===== src/rtl/opsum_writeback_pkg.sv =====
// Shared types and constants for the opsum writeback path.
// Holds the pass FSM encoding and the staging FIFO depth.
`ifndef DATA_BITS
`define DATA_BITS 16
`endif

package opsum_writeback_pkg;

  typedef enum logic [1:0] {
    IDLE,
    COLLECT,
    DRAIN,
    DONE
  } state_e;

  localparam int FIFO_DEPTH = 2;
  localparam int FIFO_CW    = $clog2(FIFO_DEPTH + 1);

endpackage


===== src/rtl/opsum_fifo.sv =====
// Small synchronous FIFO staging opsums toward the GLB.
// Push while full and pop while empty are ignored.
module opsum_fifo #(
  parameter int WIDTH = 16,
  parameter int DEPTH = 2,
  parameter int PW    = (DEPTH > 1) ? $clog2(DEPTH) : 1,
  parameter int CW    = $clog2(DEPTH + 1)
) (
  input  logic             clk,
  input  logic             rst,
  input  logic             push,
  input  logic [WIDTH-1:0] wdata,
  input  logic             pop,
  output logic [WIDTH-1:0] rdata,
  output logic [CW-1:0]    count,
  output logic             full,
  output logic             empty
);

  logic [WIDTH-1:0] mem_q [DEPTH];
  logic [WIDTH-1:0] mem_d [DEPTH];
  logic [PW-1:0]    wr_q, wr_d;
  logic [PW-1:0]    rd_q, rd_d;
  logic [CW-1:0]    cnt_q, cnt_d;
  logic             push_ok;
  logic             pop_ok;

  assign full    = (cnt_q == CW'(DEPTH));
  assign empty   = (cnt_q == '0);
  assign push_ok = push && !full;
  assign pop_ok  = pop && !empty;
  assign rdata   = mem_q[rd_q];
  assign count   = cnt_q;

  always_comb begin
    mem_d = mem_q;
    wr_d  = wr_q;
    rd_d  = rd_q;
    cnt_d = cnt_q;
    if (push_ok) begin
      mem_d[wr_q] = wdata;
      wr_d = (wr_q == PW'(DEPTH - 1)) ? '0 : wr_q + PW'(1);
    end
    if (pop_ok) begin
      rd_d = (rd_q == PW'(DEPTH - 1)) ? '0 : rd_q + PW'(1);
    end
    unique case ({push_ok, pop_ok})
      2'b10:   cnt_d = cnt_q + CW'(1);
      2'b01:   cnt_d = cnt_q - CW'(1);
      default: cnt_d = cnt_q;
    endcase
  end

  always_ff @(posedge clk or posedge rst) begin
    if (rst) begin
      mem_q <= '{default: '0};
      wr_q  <= '0;
      rd_q  <= '0;
      cnt_q <= '0;
    end else begin
      mem_q <= mem_d;
      wr_q  <= wr_d;
      rd_q  <= rd_d;
      cnt_q <= cnt_d;
    end
  end

endmodule


===== src/rtl/opsum_writeback.sv =====
// Collects a pass of opsums from the PE array and writes them
// to consecutive GLB addresses, with optional ReLU at accept.
`ifndef DATA_BITS
`define DATA_BITS 16
`endif

module opsum_writeback
  import opsum_writeback_pkg::*;
#(
  parameter int DATA_SIZE = `DATA_BITS,
  parameter int ADDR_BITS = 16,
  parameter int CNT_BITS  = 16
) (
  input  logic                 clk,
  input  logic                 rst,
  input  logic                 start,
  input  logic [ADDR_BITS-1:0] base_addr,
  input  logic [CNT_BITS-1:0]  opsum_count,
  input  logic                 relu_en,
  input  logic                 opsum_valid,
  output logic                 opsum_ready,
  input  logic [DATA_SIZE-1:0] opsum_data,
  output logic                 glb_we,
  output logic [ADDR_BITS-1:0] glb_addr,
  output logic [DATA_SIZE-1:0] glb_wdata,
  input  logic                 glb_grant,
  output logic                 busy,
  output logic                 done
);

  state_e               state_q, state_d;
  logic [CNT_BITS-1:0]  rem_q, rem_d;
  logic [ADDR_BITS-1:0] wptr_q, wptr_d;
  logic                 relu_q, relu_d;

  logic                 push;
  logic                 pop;
  logic [DATA_SIZE-1:0] push_data;
  logic [DATA_SIZE-1:0] head;
  logic [FIFO_CW-1:0]   fifo_cnt;
  logic                 fifo_full;
  logic                 fifo_empty;
  logic                 drain_empty;

  assign opsum_ready = (state_q == COLLECT) && !fifo_full
                       && (rem_q != '0);
  assign push = opsum_valid && opsum_ready;
  assign push_data = (relu_q && opsum_data[DATA_SIZE-1])
                     ? '0 : opsum_data;

  assign glb_we    = !fifo_empty;
  assign glb_wdata = fifo_empty ? '0 : head;
  assign glb_addr  = wptr_q;
  assign pop       = glb_we && glb_grant;

  // True when the FIFO is, or is about to become, empty.
  assign drain_empty = fifo_empty
                       || (pop && fifo_cnt == FIFO_CW'(1));

  assign busy = (state_q != IDLE);
  assign done = (state_q == DONE);

  opsum_fifo #(
    .WIDTH (DATA_SIZE),
    .DEPTH (FIFO_DEPTH)
  ) u_fifo (
    .clk   (clk),
    .rst   (rst),
    .push  (push),
    .wdata (push_data),
    .pop   (pop),
    .rdata (head),
    .count (fifo_cnt),
    .full  (fifo_full),
    .empty (fifo_empty)
  );

  always_comb begin
    state_d = state_q;
    rem_d   = rem_q;
    wptr_d  = wptr_q;
    relu_d  = relu_q;
    if (pop) begin
      wptr_d = wptr_q + ADDR_BITS'(1);
    end
    unique case (state_q)
      IDLE: begin
        if (start) begin
          if (opsum_count != '0) begin
            rem_d   = opsum_count;
            wptr_d  = base_addr;
            relu_d  = relu_en;
            state_d = COLLECT;
          end else begin
            state_d = DONE;
          end
        end
      end
      COLLECT: begin
        if (push) begin
          rem_d = rem_q - CNT_BITS'(1);
          if (rem_q == CNT_BITS'(1)) begin
            state_d = DRAIN;
          end
        end
      end
      DRAIN: begin
        if (drain_empty) begin
          state_d = DONE;
        end
      end
      DONE: begin
        state_d = IDLE;
      end
      default: begin
        state_d = IDLE;
      end
    endcase
  end

  always_ff @(posedge clk or posedge rst) begin
    if (rst) begin
      state_q <= IDLE;
      rem_q   <= '0;
      wptr_q  <= '0;
      relu_q  <= 1'b0;
    end else begin
      state_q <= state_d;
      rem_q   <= rem_d;
      wptr_q  <= wptr_d;
      relu_q  <= relu_d;
    end
  end

endmodule


===== config.mk =====
export PLATFORM = sky130hd
export DESIGN_NAME = opsum_writeback
export DESIGN_NICKNAME = d
export VERILOG_FILES = /design/src/rtl/opsum_writeback_pkg.sv /design/src/rtl/opsum_fifo.sv /design/src/rtl/opsum_writeback.sv
export SDC_FILE = /design/constraint.sdc
export NUM_CORES = 1
export LEC_CHECK = 0
export ABC_AREA = 0
export CAP_MARGIN = 20
export CORE_AREA = 2 2 132 70
export DETAILED_ROUTE_END_ITERATION = 7
export DIE_AREA = 0 0 134 72
export HOLD_SLACK_MARGIN = 0.1
export PLACE_DENSITY = 0.76
export SYNTH_ARGS = -nofsm -noshare
export SYNTH_HDL_FRONTEND = slang
export SYNTH_SLANG_ARGS = --single-unit

===== constraint.sdc =====
create_clock -name clk -period 2.55 [get_ports clk]
set_clock_uncertainty 0.1 [all_clocks]
set_input_delay 0.51 -clock clk [delete_from_list [all_inputs] [get_ports clk]]
set_output_delay 0.51 -clock clk [all_outputs]
set_load 0.01 [all_outputs]

## Yosys cells after proc, flatten, opt, wreduce, memory -nomap -nowiden

Cells that the tools add are included.

- Bits in registers: 71
- Bits of input ports: 54
- Output and inout port bits: 36
- Word-level logic and storage cells: 80

- $add $sub $neg: 6
- $lt $le $gt $ge: 3
- Eq/ne operators: 13
- Mux-type cells: 25
- Bitwise logic cells: 2
- Reductions and logical operators: 22

Operator list:

| kind | count |
|---|---|
| $mux W16 | 13 |
| $bwmux W32 | 1 |
| $pmux W16 S2 | 1 |
| $reduce_bool A16 Y1 | 2 |
| $add A16 B1 Y16 const B | 1 |
| $demux W16 S1 | 1 |
| $eq A16 B1 Y1 const B | 1 |
| $sub A16 B1 Y16 const B | 1 |
| $mux W2 | 5 |
| $logic_and A1 B1 Y1 | 9 |
| $eq A2 B2 Y1 const B | 4 |
| $pmux W2 S4 | 1 |
| $reduce_and A4 Y1 | 2 |
| $eq A2 B1 Y1 const B | 3 |
| $ne A2 B2 Y1 const B | 3 |
| $reduce_bool A2 Y1 | 3 |
| $ge A2 B2 Y1 const B | 2 |
| $logic_not A2 Y1 | 2 |
| $ne A2 B1 Y1 const B | 2 |
| $not A1 Y2 | 2 |
| $pmux W2 S2 | 1 |
| $reduce_and A3 Y1 | 1 |
| $add A1 B1 Y1 const B | 2 |
| $add A2 B1 Y2 const B | 1 |
| 5 further kinds | 7 |

## Logic depth before layout (Yosys ltp)

Gate-level depths: netlist (run 1).

- Depth after elaboration: 8
- Depth in mapped cells: 10
- Gate-level depth less buffers: 9

## Hierarchy

A second synthesis (run 1) with hierarchy kept.

- Cells, all modules: 396
- Area total of the unflattened synthesis: 4,107.7 um^2

By module, submodules not included:

| module | instances | cells an instance | area each (um^2) | sequential area each (um^2) |
|---|---|---|---|---|
| opsum_writeback | 1 | 292 | 2,456.1 | 875.8 |
| opsum_fifo | 1 | 104 | 1,651.6 | 900.9 |

## Worst setup path before layout (run 1)

No wires, ideal clock.

- Path type: register to register
- From: register rem_q[0]
- To: register rem_q[5]
- Setup time: 0.087 ns
- Data arrival time: 1.977 ns
- Data required time: 2.363 ns
- Path slack: 0.386 ns
- Cell stages (with the launch flop): 10
- Path buffers: 1
- Period minus slack after synthesis: 2.164 ns
- Cell sequence: dfrtp_1 > inv_1 > ha_1 > nor4b_1 > and4b_1 > buf_4 > nor2_4 > clkinv_4 > or4_1 > o211ai_1

- Longest elaborated chain between the ends: 5
- Elaborated cells on any way between the ends: 8
- Classes of those cells: 1 x add/sub; 1 x eq/ne; 2 x mux; 4 x reduce/logical

RTL lines:

| element | RTL line | source |
|---|---|---|
| start: declaration | opsum_writeback.sv:32 | `logic [CNT_BITS-1:0] rem_q, rem_d;` |
| start signal: assignment | opsum_writeback.sv:129 | `rem_q <= rem_d;` |
| branches (longest 5 deep; another with $sub A16 B1 Y16) | -- |  |

Several ways; the timed one is not identified. The select of a mux whose other input is x is not followed.
A chain may end at the register's enable or synchronous reset.

## Worst setup path in the final report (run 1)

- From: register u_fifo.cnt_q[0], in the netlist u_fifo.count[0]
- To: output glb_wdata[14]

- Longest elaborated chain between the ends: 2

RTL lines:

| element | RTL line | source |
|---|---|---|
| start: declaration | opsum_fifo.sv:24 | `logic [CW-1:0] cnt_q, cnt_d;` |
| start signal: assignment | opsum_fifo.sv:64 | `cnt_q <= cnt_d;` |
| $logic_not A2 Y1 | opsum_fifo.sv:29 | `assign empty = (cnt_q == '0);` |
| $mux W16 | opsum_writeback.sv:52 | `assign glb_wdata = fifo_empty ? '0 : head;` |
| end: declaration | opsum_writeback.sv:25 | `output logic [DATA_SIZE-1:0] glb_wdata,` |

No other way between the ends.

==> results.md, run 1 <==
Final layout:
- The post-route netlist has 13.1% of its cells at a drive strength greater than 1.
- The final instance area is 5580 um^2.
- The area overhead of the layout relative to synthesis is 40.3%.
- The repair_antennas step left the layout with diodes totalling 0.
- The number of nets in the layout is 628.

Detailed routing:
- The average via count per standard cell is 5.64.
- After detailed routing, the average wire length per cell comes to 17.1 um.
- The number of remaining DRC errors is 0.
- The overall via count from detail_route is 3854.
- The final routed wirelength across all metal layers is 11.7 mm.
- The number of antenna-violating nets in the routed design is 0.
- After the first detailed-routing iteration, the DRC count stood at 367.
- Before antenna repair, the detailed router went through 5 iterations.

GRT:
- The maximum number of pins on one net before global-route repair is 72.
- The total grt overflow is 0.
- The number of antenna violations at the first check in global routing is 0.
- The via count of the first global-routing pass is 3739.
- The first-pass GRT wire length is 19.0 mm.
- The all-layer global routing usage is 25.6%.

Synthesis:
- In the synthesized netlist, the cells that appear most often are nand2_1, dfrtp_1, o21ai_0.
- The count of distinct cell types in the synthesized netlist is 55.
- The share of flip-flops with an asynchronous set or reset is 100%.
- For this run, the leading register cell type out of synthesis is dfrtp_1.
- The number of nets handed over by synthesis was 514.
- The gate count of the mapped netlist is 447.
- The cell taking the most area after synthesis is dfrtp_1.
- In this run the cell area of the synthesized design comes to 3980 um^2.
- The share of the Yosys chip area taken by registers is 44.6%.
- Yosys instantiated no cell more often than nand2_1.
- The synthesized area per cell is 8.91 um^2.
- For this run, the number of Yosys warnings is 0.
- The count of state elements after synthesis is 71.
- The number of enable-type register cells in the synthesized netlist is 0.
- In this run the biggest area consumer among cell types represents 44.6% of the synthesized area.
- By area the synthesized netlist is led by dfrtp_1, nand2_1, o21ai_0.

Die:
- The floorplan step defined a die boundary enclosing 9650 um^2.
- The floorplan has 24 rows.
- From left edge to right edge, the die measures 134 um.
- The total area inside the core boundary comes to 8440 um^2.
- During I/O placement, the number of pins put on the boundary was 90.
- For this configuration, the core starts out at a cell density of 47.2%.
- The die outline height is 72 um.

Worst setup path:
- The biggest fanout along the worst timing path is 18.
- The critical path capture point type is an output port.
- The number of buffers and inverters on the critical path is 2.
- The slowest cell on the critical path is clkdlybuf4s50_1.
- The largest delay contributor family on the critical path is buffers and inverters.
- The stage delay of the slowest cell on the critical path is 0.57 ns.
- At the worst endpoint, the required time is 1.94 ns.
- The kind of critical path is flop to output port.
- The endpoint arrival time on the critical path is 1.87 ns.
- The signal on the critical path passes through inv_1, ha_4, nor2_1, clkdlybuf4s50_1.
- The worst setup path is launched from a flop.

Clock network:
- In this run the clock root is driven by a clkbuf_16.
- The total CTS buffers is 9.
- The buffer depth of the longest clock path is 2.
- The number of hold buffers added after CTS was 0.
- The later pin in the worst-skew pair is clocked with a latency of 0.33 ns.
- TritonCTS built the clock tree.
- The H-tree level count is 3.
- Clock-pin slew was measured on the worst setup and hold paths at 0.06 ns.
- The number of clock sinks seen by CTS is 71.

Power and ir drop:
- The switching part of the total is 40.1%.
- For this design the ratio of total power to cell area is 1230 nW/um^2.
- The analysis attributes to net switching a power of 0.00274 W.
- Across the VDD grid, the largest voltage drop is 0.000620 V.
- The internal power of the cells is 0.00411 W.
- The clock network fraction of design power is 18.1%.
- The combinational share of power is 50.6%.
- The analysis attributes to cell leakage a power of 2.40 nW.
- The sequential cell fraction of total power is 31.2%.

Worst hold path:
- The type of the most critical hold path is flop to flop.

Timing:
- The final max-slew violation count is 0.
- Based on the critical path, the design can be clocked at up to 404 MHz.
- The number of endpoints with negative hold slack in the final report is 0.
- The max-slew headroom at the worst pin is 43.9%.
- Setup violations remaining at the end of the flow were counted as 0.
- Setup repair after global routing left no endpoint under its margin.
- On the final layout, the worst hold slack is 0.381 ns.
- For the pin with the worst max-slew slack, the measured transition is 0.841 ns.
- The final critical path takes up 97.1% of the cycle.
- The worst path needs 2.48 ns of the cycle, external delays included.

Placement:
- The routability congestion estimate is 0.938.
- The cell area after placement is 5220 um^2.
- The placed wire-length estimate after detailed placement is 8.41 mm.
- During placement, the flow inserted port buffers numbering 89.

Run:
- Across the run, the number of max-cap violations was 0.

Outcome:
- The flow ran to the end, and the final reports show no timing, DRC or antenna violations.
-- worst reg2reg max path, cell delays in order (launching register included) --
cell and delay (ns):
dfrtp_1 0.40, inv_1 0.15, ha_1 0.23, nand2_1 0.19, a41oi_4 0.28, a21oi_1 0.09
a21oi_1 0.66, a21oi_1 0.17
-- cell usage in the layout, fill, tap and decap left out, types with 6 or more instances in the layout --
| cell | synthesis | routed |
|---|---|---|
| nand2_1 | 89 | 89 |
| clkdlybuf4s50_1 | 0 | 88 |
| dfrtp_1 | 71 | 70 |
| o21ai_0 | 51 | 51 |
| buf_4 | 1 | 38 |
| nor2_1 | 30 | 30 |
| mux2i_1 | 22 | 22 |
| a21oi_1 | 18 | 18 |
| nand3_1 | 12 | 12 |
| ha_1 | 13 | 12 |
| inv_1 | 11 | 10 |
| nor4_1 | 9 | 9 |
| xor2_1 | 9 | 9 |
| xnor2_1 | 9 | 9 |
| clkbuf_16 | 0 | 9 |
| nand4_1 | 7 | 7 |
| o22ai_1 | 6 | 6 |
-- logic make-up after synthesis --
family | share of synthesized area, %
adder cells (fa/ha/maj) | 4.09
AO/OA/AOI/OAI | 15.9
XOR/XNOR | 3.96
flip-flops | 44.6
multiplexers | 6.66
AND/OR/NAND/NOR | 20.6
buffers and inverters | 4.21
-- path summary, 6_finish.rpt --
path	startpoint	to	slack, ns	cells after the start
max	u_fifo.count[0]	glb_wdata[14]	0.07	4
min	u_fifo.mem_q[2]	u_fifo.mem_q[2]	0.38	2
max reg2reg	state_q[0]	rem_q[9]	0.12	7
min reg2reg	u_fifo.mem_q[2]	u_fifo.mem_q[2]	0.38	2
max in group asynchronous	rst	u_fifo.mem_q[29]	1.57	3
min in group asynchronous	rst	u_fifo.count[1]	0.49	3
-- through the flow --
stage           TNS, ns  setup slack [ns]  util (%)  cells  total power (W)
2_1_floorplan         0             0.143         -    447          0.00396
3_3_place_gp   -0.00682          -0.00565      61.9    661          0.00531
3_5_place_dp     -0.140           -0.0495      61.9    661          0.00545
4_1_cts               0            0.0319      65.7    677          0.00677
5_1_grt               0           0.00612      66.2    683          0.00732
6_report              0            0.0747      66.2    683          0.00685
-- timing repair --
item                                    4_1_cts  5_1_grt
setup buffers                                 0        6
endpoints found under the setup margin       18        2
cloned                                        0        0
resized for setup                             5        2
-- routing by layer --
| layer | global-route usage [%] | vias up | wire length [um] |
|---|---|---|---|
| met5 | 0 | - | 0 |
| met4 | 6.74 | 0 | 140 |
| met3 | 8.53 | 21 | 1140 |
| met2 | 36.2 | 202 | 4780 |
| met1 | 37.8 | 1823 | 5630 |
| li1 | - | 1808 | - |
-- state kept, by name, indices dropped and copies added (netlist names) --
name	count
relu_q	1
u_fifo.rd_q	1
rem_q	16
glb_addr	16
u_fifo.count	2
u_fifo.mem_q	32
u_fifo.wr_q	1
state_q	2
-- layout make-up --
type / instances / area [um^2]
flip-flops and latches: 71 / 1780
well taps: 117 / 146
fillers: 670 / 2850
inverters: 12 / 50.0
repair buffers: 130 / 1230
clock buffers: 13 / 280
clock inverters: 3 / 23.8
multi-input cells: 337 / 2070
-- power groups by stage --
stage	clock network, W	registers [W]	logic [W]
3_5_place_dp	0	0.00213	0.00332
6_report	0.00124	0.00214	0.00347
2_1_floorplan	0	0.00207	0.00189
4_1_cts	0.00127	0.00213	0.00337
3_3_place_gp	0	0.00210	0.00321
5_1_grt	0.00133	0.00220	0.00379
(Power assumes the default switching activity.)
==> run 2, diff against run 1 <==
--- a/config.mk
+++ b/config.mk
@@ -10,6 +10,7 @@
 export CORE_AREA = 2 2 132 70
 export DETAILED_ROUTE_END_ITERATION = 7
 export DIE_AREA = 0 0 134 72
+export GPL_ROUTABILITY_DRIVEN = 0
 export HOLD_SLACK_MARGIN = 0.1
 export PLACE_DENSITY = 0.76
 export SYNTH_ARGS = -nofsm -noshare
==> results of run 2 <==
No change in the layout: final DEF, timing and power equal those of run 1.
